<file path="src/rtl/div3_pkg.sv">
// Shared types and constants for the sequential divide-by-3 block.
package div3_pkg;

    typedef enum logic [1:0] {
        IDLE = 2'd0,
        BUSY = 2'd1,
        DONE = 2'd2
    } state_t;

    // Remainder register only ever holds one of these three codes.
    localparam logic [1:0] R0 = 2'd0;
    localparam logic [1:0] R1 = 2'd1;
    localparam logic [1:0] R2 = 2'd2;

endpackage

</file>
<file path="src/rtl/div3_rem_step.sv">
// One restoring-division step by 3: shift one dividend bit into the remainder.
module div3_rem_step
    import div3_pkg::*;
(
    input  logic [1:0] rem,
    input  logic       b,
    output logic [1:0] rem_next,
    output logic       qbit
);

    logic [2:0] t;

    // t = 2*rem + b never exceeds 5 for legal remainders, so one subtract suffices.
    always_comb begin
        t        = {rem, b};
        qbit     = (t >= 3'd3);
        rem_next = R0;
        if (qbit) begin
            rem_next = 2'(t - 3'd3);
        end else begin
            rem_next = t[1:0];
        end
    end

endmodule

</file>
<file path="src/rtl/div3_seq.sv">
// Bit-serial unsigned divide-by-3, MSB first, with valid/ready handshakes on both sides.
module div3_seq
    import div3_pkg::*;
#(
    parameter int DATA_W = 8
) (
    input  logic              clk,
    input  logic              rst,
    input  logic              in_valid,
    output logic              in_ready,
    input  logic [DATA_W-1:0] in_data,
    output logic              out_valid,
    input  logic              out_ready,
    output logic [DATA_W-1:0] out_quot,
    output logic [1:0]        out_rem,
    output logic              out_divisible
);

    localparam int CNT_W = $clog2(DATA_W);
    localparam logic [CNT_W-1:0] CNT_LOAD = CNT_W'(DATA_W - 1);

    state_t            state;
    logic [1:0]        rem;
    logic [CNT_W-1:0]  cnt;
    logic [DATA_W-1:0] data;
    logic [DATA_W-1:0] quot;
    logic [1:0]        rem_next;
    logic              qbit;

    div3_rem_step u_step (
        .rem      (rem),
        .b        (data[DATA_W-1]),
        .rem_next (rem_next),
        .qbit     (qbit)
    );

    // The dividend register has no reset: it is always loaded before use.
    always_ff @(posedge clk) begin
        if (state == IDLE && !rst && in_valid) begin
            data <= in_data;
        end else if (state == BUSY) begin
            data <= {data[DATA_W-2:0], 1'b0};
        end
    end

    always_ff @(posedge clk) begin
        if (rst) begin
            state     <= IDLE;
            rem       <= R0;
            cnt       <= '0;
            quot      <= '0;
            in_ready  <= 1'b1;
            out_valid <= 1'b0;
        end else begin
            unique case (state)
                IDLE: begin
                    if (in_valid) begin
                        rem      <= R0;
                        cnt      <= CNT_LOAD;
                        state    <= BUSY;
                        in_ready <= 1'b0;
                    end
                end
                BUSY: begin
                    rem  <= rem_next;
                    quot <= {quot[DATA_W-2:0], qbit};
                    if (cnt == '0) begin
                        state     <= DONE;
                        out_valid <= 1'b1;
                    end else begin
                        cnt <= cnt - CNT_W'(1);
                    end
                end
                DONE: begin
                    // Returning to IDLE here keeps accepts off the handshake edge.
                    if (out_ready) begin
                        state     <= IDLE;
                        out_valid <= 1'b0;
                        in_ready  <= 1'b1;
                    end
                end
                default: begin
                    state     <= IDLE;
                    in_ready  <= 1'b1;
                    out_valid <= 1'b0;
                end
            endcase
        end
    end

    assign out_quot      = quot;
    assign out_rem       = rem;
    assign out_divisible = (rem == R0);

endmodule

</file>
<file path="config.mk">
export PLATFORM = sky130hd
export DESIGN_NAME = div3_seq
export DESIGN_NICKNAME = d
export VERILOG_FILES = /design/src/rtl/div3_pkg.sv /design/src/rtl/div3_rem_step.sv /design/src/rtl/div3_seq.sv
export SDC_FILE = /design/constraint.sdc
export NUM_CORES = 1
export LEC_CHECK = 0
export CORE_MARGIN = 10
export CORE_UTILIZATION = 43
export DETAILED_ROUTE_END_ITERATION = 10
export PLACE_DENSITY_LB_ADDON = 0.05
export SLEW_MARGIN = 5
export SYNTH_ARGS = -nofsm -noshare
export SYNTH_HDL_FRONTEND = slang
export SYNTH_HIERARCHICAL = 1
export SYNTH_SLANG_ARGS = --single-unit
</file>
<file path="constraint.sdc">
create_clock -name clk -period 1.67 [get_ports clk]
set_clock_uncertainty 0.2 [all_clocks]
set_input_delay 0.334 -clock clk [delete_from_list [all_inputs] [get_ports clk]]
set_output_delay 0.334 -clock clk [all_outputs]
set_load 0.01 [all_outputs]
</file>
==> results.md <==
* Outcome: finished clean
* Initial antenna violation count at 0
* RSZ-0062 raised after global routing: true
* Total GRT Usage at 0.09532
* Area Overhead vs Synth at 34.64%
* Number of global-route vias before repair at 907
* DR WL/cell at 13.10 um
* Synth Warn # at 6
* Place WS at -0.3683 ns
* Max VDD drop at 0.0006329 V
* Mapped Cells at 105
* CTS root buf: clkbuf_4
* DR DRC count at 0
* Syn Std Cell Area at 1084 um^2
* Pre-Repair DR Iteration Count at 4
* Total core area at 2432 um^2
* Final-report setup violation count at 0
* Hold_sp: out_quot[7]
* Postcts setup bufs at 0
* # placed instances at 163
* Seq/Total Area, Yosys at 0.5358
* Relative slew slack at 0.7547
* Final worst slack at 0.01582 ns
* GRT busiest layer: met2
* Filler cell count at 212
* Power Density at 899.0 nW/um^2
* Total global routing overflow at 0
* Initial Utilization at 0.4455
* Antenna diode count at 0
* Port bufs at 24
* FF/Latch Area at 586.8 um^2
* Slew Viols, Final at 0
* Fmax at 604.5 MHz
* Critical path type: reg2reg
* Htree depth at 1
* Startpoint Class: flip-flop
* Max-Cap Viols at 0
* Top FF cell, synth: dfxtp_1
* Area share of the largest cell type after synthesis at 0.3141
* Post-synthesis average cell area at 10.32 um^2
* Cts bufs inserted at 3
* Crit path max fanout at 2
* GR met3 Demand/Resource at 0.03814
* Crit end category: flip-flop
* EDFF count, synth at 8
* Syn Nets at 120
* Ys async rst share at 0
* Area of the multi-input gates at 483.0 um^2
* Grt met2 use at 0.1541
* Layout Nets at 153
* Die height at 70.20 um
* FP Rows at 18
* HP Class: reg2reg
* Pleak at 0.6004 nW
* Post-synth top area cell: dfxtp_1
* Initial drt markers at 44
* Final Hold Viols at 0
* Via count at 848
* Skew-Pair Late Insertion Delay at 0.31 ns
* Synth top cells by count: nand2_1 (18), dfxtp_1 (17), a21oi_1 (11), nor2_1 (10)
* Slew at the pin closest to its max-slew limit at 0.3680 ns
* Top-count cell post-synth: nand2_1
* Clock Pin Slew Worst Setup and Hold Paths at 0.13 ns
* CP Data Required Time at 1.71 ns
* Worst Path Arrival at 1.70 ns
* Largest cells by area after synthesis: dfxtp_1 (31%), edfxtp_1 (22%), mux2_2 (8.3%)
* Largest net degree at the start of global routing at 18
* Die area at 4928 um^2
* R2r startpoint: data[7]
* CP Launch Point: data[7]
* Vias per cell at 5.078
* Die width at 70.20 um
* Yosys cell types at 26
* Non-Filler Instances at 167
* Final wirelength at 2187 um
* Final period util at 0.9905
* Dpl hpwl at 1651 um
* Yosys reg bits at 25
* Final ANT Viol Nets at 0
* I/O pins at 25
* Layout cells sized above 1 at 0.2117
* Sink Count at 25
* Met1 Usage GRT at 0.1078
* Max clock buf depth at 2
* First-pass GRT wire length at 3939 um
* Min cycle time layout at 1.654 ns
* CTS Hold Bufs at 0
* CTS tree: done
* Gpl congestion at 0.6980
==> layer usage <==
metal | vias to the layer above | part of all wire
li1 | 430 | -
met1 | 395 | 0.43
met3 | 4 | 0.077
met4 | 0 | 0.016
met2 | 19 | 0.47
met5 | - | 0
==> timing repair <==
action	CTS	global route
endpoints found under the hold margin	0	0
resized for setup	20	4
pin swaps	1	4
endpoints found under the setup margin	29	20
==> cell usage in the layout, fill, tap and decap left out <==
master,netlist,layout
ha_2,0,1
o32a_1,2,2
buf_4,1,7
dlygate4sd2_1,0,13
nand2b_4,1,1
or4b_1,1,1
nand2b_1,2,2
buf_6,0,1
ha_4,0,1
ha_1,3,1
nor2_1,10,10
dfxtp_1,17,14
dlymetal6s2s_1,0,1
nor3_4,1,1
a221oi_2,0,1
a21oi_1,11,11
o21ai_1,0,1
buf_12,0,1
clkdlybuf4s50_1,0,10
clkbuf_1,1,1
a21o_1,1,1
clkbuf_4,0,3
and2_1,1,1
nor3_1,1,1
nor3b_1,1,1
mux2_2,8,8
nand2_1,18,18
and2b_1,1,1
dfxtp_4,0,1
o21bai_1,2,2
a221oi_1,3,2
dfxtp_2,0,2
a22oi_1,2,2
or2_2,1,1
edfxtp_1,8,8
inv_1,4,4
==> power by group <==
part / internal (mW) / total, mW / switching, mW
clock network: 0.0932 / 0.258 / 0.165
registers: 0.697 / 0.723 / 0.0266
logic: 0.180 / 0.330 / 0.150
total: 0.970 / 1.31 / 0.341
==> cells by family (layout without fill, tap and decap cells) <==
kind of cell,count (synthesis),in the layout,synth area share
flops,25,25,0.5358
simple gates,38,38,0.1755
fa+ha+maj,3,3,0.03465
mux,8,8,0.08314
buf+inv,9,41,0.03810
compound gates,22,22,0.1328
==> path summary, 6_finish.rpt <==
check                     end  slack [ns]  cells past startpoint
setup reg to reg   out_rem[0]        0.02                      5
hold reg to reg   out_quot[7]        0.27                      2
hold / removal    out_quot[7]        0.27                      2
setup / recovery   out_rem[0]        0.02                      5
==> registers in the layout (all words and copies together) (netlist names) <==
register   cells
state          2
out_rem        2
out_quot       8
in_ready       1
out_valid      1
data           8
cnt            3
==> stage by stage <==
step | utilization | hold WS (ns) | area (um^2) | setup TNS [ns] | total power [mW]
floorplan | - | 0.2557 | 1084 | 0 | 0.9264
global placement | 0.5818 | 0.2446 | 1415 | -5.316 | 1.050
detailed placement | 0.5818 | 0.2540 | 1415 | -5.743 | 1.059
CTS | 0.5910 | 0.2699 | 1438 | 0 | 1.317
global route | 0.5998 | 0.2994 | 1459 | -0.1995 | 1.404
finish | 0.5998 | 0.2652 | 1459 | 0 | 1.312
==> critical path, cell delays in order, from the launching register on <==
cell and delay, ns:
edfxtp_1 0.41, ha_2 0.20, or4b_1 0.46, o21ai_1 0.10
a22oi_1 0.10, nor2_1 0.12
==> final cells by class <==
class                   count  area share
inverters                   4     0.01029
repair buffers             33      0.2127
well taps                  30     0.02573
clock buffers               4     0.01801
flip-flops and latches     25      0.4022
multi-input cells          71      0.3310
Note: power is estimated with default switching activity, not from simulation.
